===== src/rtl/fetch_aligner.sv =====
// Instruction fetch aligner: turns a stream of word-aligned 32-bit fetches into
// a stream of 16/32-bit RISC-V instructions, buffering a residual halfword.
module fetch_aligner #(
    parameter logic [31:0] RESET_PC = 32'h0000_0000
) (
    input  logic        clk,
    input  logic        rst,
    output logic [31:0] fetch_addr,
    input  logic        fetch_valid,
    input  logic [31:0] fetch_data,
    output logic        fetch_ready,
    input  logic        redirect_valid,
    input  logic [31:0] redirect_pc,
    output logic        instr_valid,
    output logic [31:0] instr,
    output logic [31:0] instr_pc,
    output logic        instr_is_c,
    input  logic        instr_ready
);

    localparam logic [31:0] RESET_NEXT_PC  = RESET_PC & ~32'd1;
    localparam logic [31:0] RESET_FETCH_PC = RESET_PC & ~32'd3;
    localparam logic        RESET_SKIP_LOW = RESET_PC[1];

    function automatic logic is_compressed(input logic [15:0] hw);
        return hw[1:0] != 2'b11;
    endfunction

    logic [15:0] res_q, res_d;
    logic        res_valid_q, res_valid_d;
    logic        skip_low_q, skip_low_d;
    logic [31:0] next_pc_q, next_pc_d;
    logic [31:0] fetch_addr_q, fetch_addr_d;
    logic        instr_valid_q, instr_valid_d;
    logic [31:0] instr_q, instr_d;
    logic [31:0] instr_pc_q, instr_pc_d;
    logic        instr_is_c_q, instr_is_c_d;

    logic advance;
    logic res_is_c;
    logic fire;

    assign advance     = !instr_valid_q || instr_ready;
    assign res_is_c    = res_valid_q && is_compressed(res_q);
    assign fetch_ready = advance && !redirect_valid && !res_is_c;
    assign fire        = fetch_valid && fetch_ready;

    always_comb begin
        res_d         = res_q;
        res_valid_d   = res_valid_q;
        skip_low_d    = skip_low_q;
        next_pc_d     = next_pc_q;
        fetch_addr_d  = fetch_addr_q;
        instr_valid_d = instr_valid_q;
        instr_d       = instr_q;
        instr_pc_d    = instr_pc_q;
        instr_is_c_d  = instr_is_c_q;

        if (redirect_valid) begin
            // Redirect wins over everything, including a stalled output.
            instr_valid_d = 1'b0;
            res_valid_d   = 1'b0;
            next_pc_d     = redirect_pc & ~32'd1;
            fetch_addr_d  = redirect_pc & ~32'd3;
            skip_low_d    = redirect_pc[1];
        end else if (advance) begin
            instr_valid_d = 1'b0;
            if (res_is_c) begin
                instr_valid_d = 1'b1;
                instr_d       = {16'h0000, res_q};
                instr_pc_d    = next_pc_q;
                instr_is_c_d  = 1'b1;
                res_valid_d   = 1'b0;
                next_pc_d     = next_pc_q + 32'd2;
            end else if (fire) begin
                fetch_addr_d = fetch_addr_q + 32'd4;
                res_d        = fetch_data[31:16];
                if (skip_low_q) begin
                    // Redirect landed on the upper halfword: drop the low half.
                    res_valid_d = 1'b1;
                    skip_low_d  = 1'b0;
                end else if (res_valid_q) begin
                    instr_valid_d = 1'b1;
                    instr_d       = {fetch_data[15:0], res_q};
                    instr_pc_d    = next_pc_q;
                    instr_is_c_d  = 1'b0;
                    next_pc_d     = next_pc_q + 32'd4;
                end else if (is_compressed(fetch_data[15:0])) begin
                    instr_valid_d = 1'b1;
                    instr_d       = {16'h0000, fetch_data[15:0]};
                    instr_pc_d    = next_pc_q;
                    instr_is_c_d  = 1'b1;
                    res_valid_d   = 1'b1;
                    next_pc_d     = next_pc_q + 32'd2;
                end else begin
                    instr_valid_d = 1'b1;
                    instr_d       = fetch_data;
                    instr_pc_d    = next_pc_q;
                    instr_is_c_d  = 1'b0;
                    next_pc_d     = next_pc_q + 32'd4;
                end
            end
        end
    end

    always_ff @(posedge clk or negedge rst) begin
        if (!rst) begin
            res_q         <= 16'h0000;
            res_valid_q   <= 1'b0;
            skip_low_q    <= RESET_SKIP_LOW;
            next_pc_q     <= RESET_NEXT_PC;
            fetch_addr_q  <= RESET_FETCH_PC;
            instr_valid_q <= 1'b0;
            instr_q       <= 32'h0000_0000;
            instr_pc_q    <= 32'h0000_0000;
            instr_is_c_q  <= 1'b0;
        end else begin
            res_q         <= res_d;
            res_valid_q   <= res_valid_d;
            skip_low_q    <= skip_low_d;
            next_pc_q     <= next_pc_d;
            fetch_addr_q  <= fetch_addr_d;
            instr_valid_q <= instr_valid_d;
            instr_q       <= instr_d;
            instr_pc_q    <= instr_pc_d;
            instr_is_c_q  <= instr_is_c_d;
        end
    end

    assign fetch_addr  = fetch_addr_q;
    assign instr_valid = instr_valid_q;
    assign instr       = instr_q;
    assign instr_pc    = instr_pc_q;
    assign instr_is_c  = instr_is_c_q;

endmodule

===== config.mk =====
export PLATFORM = sky130hd
export DESIGN_NAME = fetch_aligner
export DESIGN_NICKNAME = d
export VERILOG_FILES = /design/src/rtl/fetch_aligner.sv
export SDC_FILE = /design/constraint.sdc
export NUM_CORES = 1
export LEC_CHECK = 0
export BUFFER_PORTS_ARGS = -buffer_cell sky130_fd_sc_hd__buf_4
export CAP_MARGIN = 20
export CORE_MARGIN = 2
export CORE_UTILIZATION = 55
export DETAILED_ROUTE_END_ITERATION = 16
export PLACE_DENSITY_LB_ADDON = 0.12
export SYNTH_ARGS = -nofsm -noshare
export SYNTH_HDL_FRONTEND = slang
export SYNTH_SLANG_ARGS = --single-unit

===== constraint.sdc =====
create_clock -name clk -period 3.74 [get_ports clk]
set_clock_uncertainty 0.05 [all_clocks]
set_input_delay 0.561 -clock clk [delete_from_list [all_inputs] [get_ports clk]]
set_output_delay 0.561 -clock clk [all_outputs]
set_load 0.1 [all_outputs]

# After elaboration in Yosys (flattened, before gate mapping)
# Cells that the tools add are included.
classes:
  n_addsub: 3
  eq_ne: 5
  muxes: 39
  bitwise_logic: 2
  n_reduce_logical: 17
op_table:
  columns: ["operator", "n"]
  rows:
  - ["two-way mux 32 bit", 19]
  - ["adder 32 x 3 -> 32 bit (second input constant)", 2]
  - ["adder 32 x 2 -> 32 bit (second input constant)", 1]
  - ["two-way mux 1 bit", 20]
  - ["AND reduction 4 bit", 2]
  - ["inequality test 2 bit (second input constant)", 3]
  - ["AND reduction 3 bit", 2]
  - ["nonzero test 2 bit", 3]
  - ["logical AND 1 bit", 4]
  - ["zero test 1 bit", 3]
  - ["inequality test 3 x 2 -> 1 bit (second input constant)", 1]
  - ["nonzero test 3 bit", 1]
  - ["inequality test 2 x 1 -> 1 bit (second input constant)", 1]
  - ["NOT 1 bit", 2]
  - ["AND reduction 2 bit", 1]
  - ["logical OR 1 bit", 1]
word_totals:
  regBits: 148
  wordCells: 75

# Depth between registers and ports, before layout
depth:
  word_depth: 9
  depth_mapped: 9
  mapped_depth_nobuf: 6

# Worst setup path after synthesis
# OpenSTA, ideal clock, no wires.
synth_timing:
  kind: "register to register"
  startpoint: "register instr_valid_q, in the netlist instr_valid"
  endpoint: "register instr_q[21], in the netlist instr[21]"
  setup_time_ps: 83
  arrival_ps: 4124
  required_time_ps: 3607
  setup_slack_ps: -516
  stages_incl_launch_ff: 6
  n_path_buf: 1
  synth_period_minus_slack_ps: 4256
  cell_sequence: "dfrtp_1 nor2b_1 nor3_1 o21ai_0 clkbuf_1 o21ai_0"
synth_via:
  elab_chain_cells: 7
synth_lines:
  columns: ["element", "line_no", "source"]
  rows:
  - ["start, declared", "34", "logic instr_valid_q, instr_valid_d;"]
  - ["start signal, assigned", "123", "instr_valid_q <= instr_valid_d;"]
  - ["zero test 1 bit", "43", "assign advance = !instr_valid_q || instr_ready;"]
  - ["logical OR 1 bit", "43", null]
  - ["logical AND 1 bit (2 in a row)", "45", "assign fetch_ready = advance && !redirect_valid && !res_is_c;"]
  - ["named net fetch_ready", "11", "output logic fetch_ready,"]
  - ["logical AND 1 bit", "46", "assign fire = fetch_valid && fetch_ready;"]
  - ["nonzero test 2 bit (no source line)", null, null]
  - ["AND reduction 4 bit (no source line)", null, null]
  - ["end signal, assigned", "124", "instr_q <= instr_d;"]
  - ["end, declared", "35", "logic [31:0] instr_q, instr_d;"]
# The timed path passes the listed nets, and every way through them passes these cells.
# A chain may end at the register's enable or synchronous reset.

# Final worst setup path
layout_timing:
  startpoint: "register res_valid_q"
  endpoint: "register fetch_addr_q[24], in the netlist fetch_addr[24]"
layout_via:
  elab_chain_cells: 6
  word_cells_on_any_way: 7
  cone_classes: "eq/ne: 1; reduce/logical: 6"
layout_lines:
  columns: ["element", "line_no", "source"]
  rows:
  - ["start, declared", "30", "logic res_valid_q, res_valid_d;"]
  - ["start signal, assigned", "119", "res_valid_q <= res_valid_d;"]
  - ["logical AND 1 bit *", "44", "assign res_is_c = res_valid_q && is_compressed(res_q);"]
  - ["zero test 1 bit", "45", null]
  - ["logical AND 1 bit", "45", null]
  - ["logical AND 1 bit", "46", null]
  - ["nonzero test 2 bit (no source line)", null, null]
  - ["AND reduction 3 bit (no source line) *", null, null]
  - ["end signal, assigned", "122", "fetch_addr_q <= fetch_addr_d;"]
  - ["end, declared", "33", "logic [31:0] fetch_addr_q, fetch_addr_d;"]
# Every way passes the cells marked *; elsewhere a longest branch is shown, timed or not.

==> flow_metrics.env <==
export IMPL_fin_setup_tns_ns=0
export IMPL_final_nets=1010
export IMPL_leakage_nw=4.14
export IMPL_first_pass_iters=5
export IMPL_ant_nets=0
export IMPL_htree_levels=4
export IMPL_wl_met1_um=8570
export IMPL_maxCapViolations=0
export IMPL_cts_inserted_buffers=17
export IMPL_cp_slowest_cell="and4_1"
export IMPL_top_layer_used="met4"
export IMPL_synth_seq_cells=144
export IMPL_syn_to_final_growth_pct=27.8
export IMPL_antenna_found_initial=0
export IMPL_die_y_um=118
export IMPL_yosysUniqueCellTypes=56
export IMPL_core_region_area_sq_um=12600
export IMPL_cts_setup_buffers=0
export IMPL_p_switching_mw=3.07
export IMPL_grt_usage_pct=29.3
export IMPL_total_power_mw=6.54
export IMPL_path_cells="buf_4, a21bo_2, and4_1, nand2_1, o211ai_1, o311ai_0"
export IMPL_drt_iter0_drc=595
export IMPL_viasPerCell=5.84
export IMPL_async_flop_share_pct=100
export IMPL_dpl_hpwl_um=13800
export IMPL_initial_core_util_pct=56.1
export IMPL_pwr_share_clk_pct=26.2
export IMPL_postCtsHoldBufs=0
export IMPL_cts_root_buf="clkbuf_16"
export IMPL_portBuffers=163
export IMPL_clkLatencyLatePin_ns=0.42
export IMPL_routed_wl_met2_um=8960
export IMPL_ys_seq_area_share_pct=50.9
export IMPL_gp_congestion=0.915
export IMPL_num_antenna_cells=0
export IMPL_hp_class="in -> async"
export IMPL_path_max_fanout=21
export IMPL_grt_pass1_vias=6291
export IMPL_globalRouteOverflowTotal=0
export IMPL_netSwitchingFraction_pct=46.9
export IMPL_ir_drop_mv=0.381
export IMPL_cts_sinks=144
export IMPL_end_kind="register"
export IMPL_synth_area_leader_cell="dfrtp_1"
export IMPL_routed_wl_um=19500
export IMPL_max_stage_delay_ns=0.75
export IMPL_grt_max_degree=90
export IMPL_period_needed_ns=2.96
export IMPL_final_hold_viol_count=0
export IMPL_yosysWarnings=0
export IMPL_p_int_mw=3.47
export IMPL_syn_area_sq_um=7090
export IMPL_yosysTopAreaCellShare_pct=50.9
export IMPL_synth_cells=791
export IMPL_drive_above_1_share_pct=23.8
export IMPL_r2r_slack_ns=0.78
export IMPL_synth_area_leaders="dfrtp_1 (51%), nand2_1 (13%), o21ai_0 (4.4%), xnor2_1 (2.6%), mux2i_1 (2.5%)"
export IMPL_crit_type="reg -> reg"
export IMPL_wl_per_cell_um=17.4
export IMPL_rr_worst_depth=6
export IMPL_num_vias=6556
export IMPL_drv_slew=0
export IMPL_setup_viol=0
export IMPL_period_share_pct=79.0
export IMPL_seq_power_share_pct=32.1
export IMPL_syn_avg_cell_area_sq_um=8.96
export IMPL_status="completed"
export IMPL_maxSlewHeadroom_pct=40.5
export IMPL_drc=0
export IMPL_worstPathRequired_ns=3.97
export IMPL_synth_edf_count=0
export IMPL_worstSetupStartpointType="register"
export IMPL_ios=168
export IMPL_die_x_um=118
export IMPL_grt_pass1_wl_um=32300
export IMPL_powerDensity_nw_per_um2=722
export IMPL_cts_resized=0
export IMPL_rsz0062_at_grt="false"
export IMPL_clkTransAtPathRegs_ns=0.06
export IMPL_comb_power_share_pct=41.7
export IMPL_die_area_sq_um=13800
export IMPL_cts_tree="built"
export IMPL_worstMarginPinSlew_ns=0.884
export IMPL_wl_met3_um=1670
export IMPL_stdcell_count=1122
export IMPL_dp_cells=1091
export IMPL_crit_arrival_ns=3.19
export IMPL_clk_path_buf_depth=2
export IMPL_num_rows=41
export IMPL_yosys_most_used_dff="dfrtp_1"
export IMPL_max_freq_mhz=338
-- logic make-up after synthesis --
| kind of cell | share of synthesized area, % |
|---|---|
| and+or+nand+nor | 23.5 |
| AOI/OAI and AO/OA | 16.0 |
| DFF | 50.9 |
| buffers and inverters | 3.73 |
| xor gates and xnor gates | 2.60 |
| muxes | 2.70 |
| adders and majority gates | 0.530 |
| other | 0.0529 |
-- registers in the layout, indices dropped and copies added (netlist names) --
| signal | cells |
|---|---|
| instr_pc | 31 |
| res_q | 16 |
| instr_is_c | 1 |
| fetch_addr | 30 |
| instr | 32 |
| instr_valid | 1 |
| next_pc_q | 31 |
| skip_low_q | 1 |
| res_valid_q | 1 |
-- synth_stat cells (12+ instances only) --
cell      instances
o311ai_0         12
mux2i_1          18
nand3_1          25
a22oi_1          15
nor4_1           14
nor2_1           24
dfrtp_1         144
o21ai_1          19
o211ai_1         19
nand4_1          21
o21ai_0          63
nand2_1         242
clkbuf_1         35
xnor2_1          21
-- layer usage --
metal | track usage, % | vias to the layer above
met3 | 6.59 | 31
met5 | 0 | -
li1 | - | 3086
met2 | 44.1 | 292
met4 | 9.64 | 0
met1 | 42.3 | 3147
-- power by group through the flow --
stage               registers [mW]  clock network [mW]  logic (mW)
floorplan                     3.68                   0       0.502
global placement              2.10                   0        2.70
detailed placement            2.12                   0        2.73
CTS                           2.10                1.73        2.73
global route                  2.14                1.80        2.84
finish                        2.10                1.72        2.73
-- critical path: cells and delay by family (launching register included) --
family	cells	cell delay, ns
and+or+nand+nor	2	1.13
AOI/OAI and AO/OA	3	0.64
DFF	1	0.63
buffers and inverters	1	0.35
-- worst paths after layout --
check | startpoint | endpoint
setup / recovery | res_valid_q$_DFFE_PN0P_ | fetch_addr[24]$_DFFE_PN0P_
hold / removal | rst | instr_pc[12]$_DFFE_PN0P_
setup reg to reg | res_valid_q$_DFFE_PN0P_ | fetch_addr[24]$_DFFE_PN0P_
hold reg to reg | instr_pc[17]$_DFFE_PN0P_ | instr_pc[17]$_DFFE_PN0P_
max in group asynchronous | rst | fetch_addr[25]$_DFFE_PN0P_
min in group clk | fetch_data[16] | res_q[0]$_DFFE_PN0P_
-- final cells by class --
cell class / count / area [sq um]
clock inverters: 9 / 106
multi-input cells: 587 / 3230
fillers: 971 / 3560
clock buffers: 22 / 494
flip-flops and latches: 144 / 3600
inverters: 9 / 33.8
repair buffers: 179 / 1370
well taps: 172 / 215
-- cells in the final DEF (no fill, tap or decap), types with 7 or more instances in the layout --
cell type,netlist,routed
nor4_1,14,14
xnor2_1,21,21
buf_4,3,176
o21ai_0,63,63
nand4_1,21,21
nor2_1,24,24
mux2i_1,18,18
clkbuf_16,0,17
a21oi_1,8,8
o311ai_0,12,12
nand2_1,242,242
o211ai_1,19,19
dfrtp_1,144,144
inv_1,9,9
nor3_1,8,7
o21ai_1,19,19
a22oi_1,15,15
and3_1,7,7
nand3_1,25,25
-- stage by stage --
stage	area, sq um	hold WS [ns]	utilization, %	setup slack, ns
after floorplan	7100	0.215	-	0.548
after global placement	8460	0.409	67.0	0.907
after detailed placement	8460	0.415	67.0	0.833
after CTS	9060	0.177	71.8	0.803
after global routing	9060	0.208	71.8	0.557
final	9060	0.141	71.8	0.785
(Power assumes the default switching activity.)
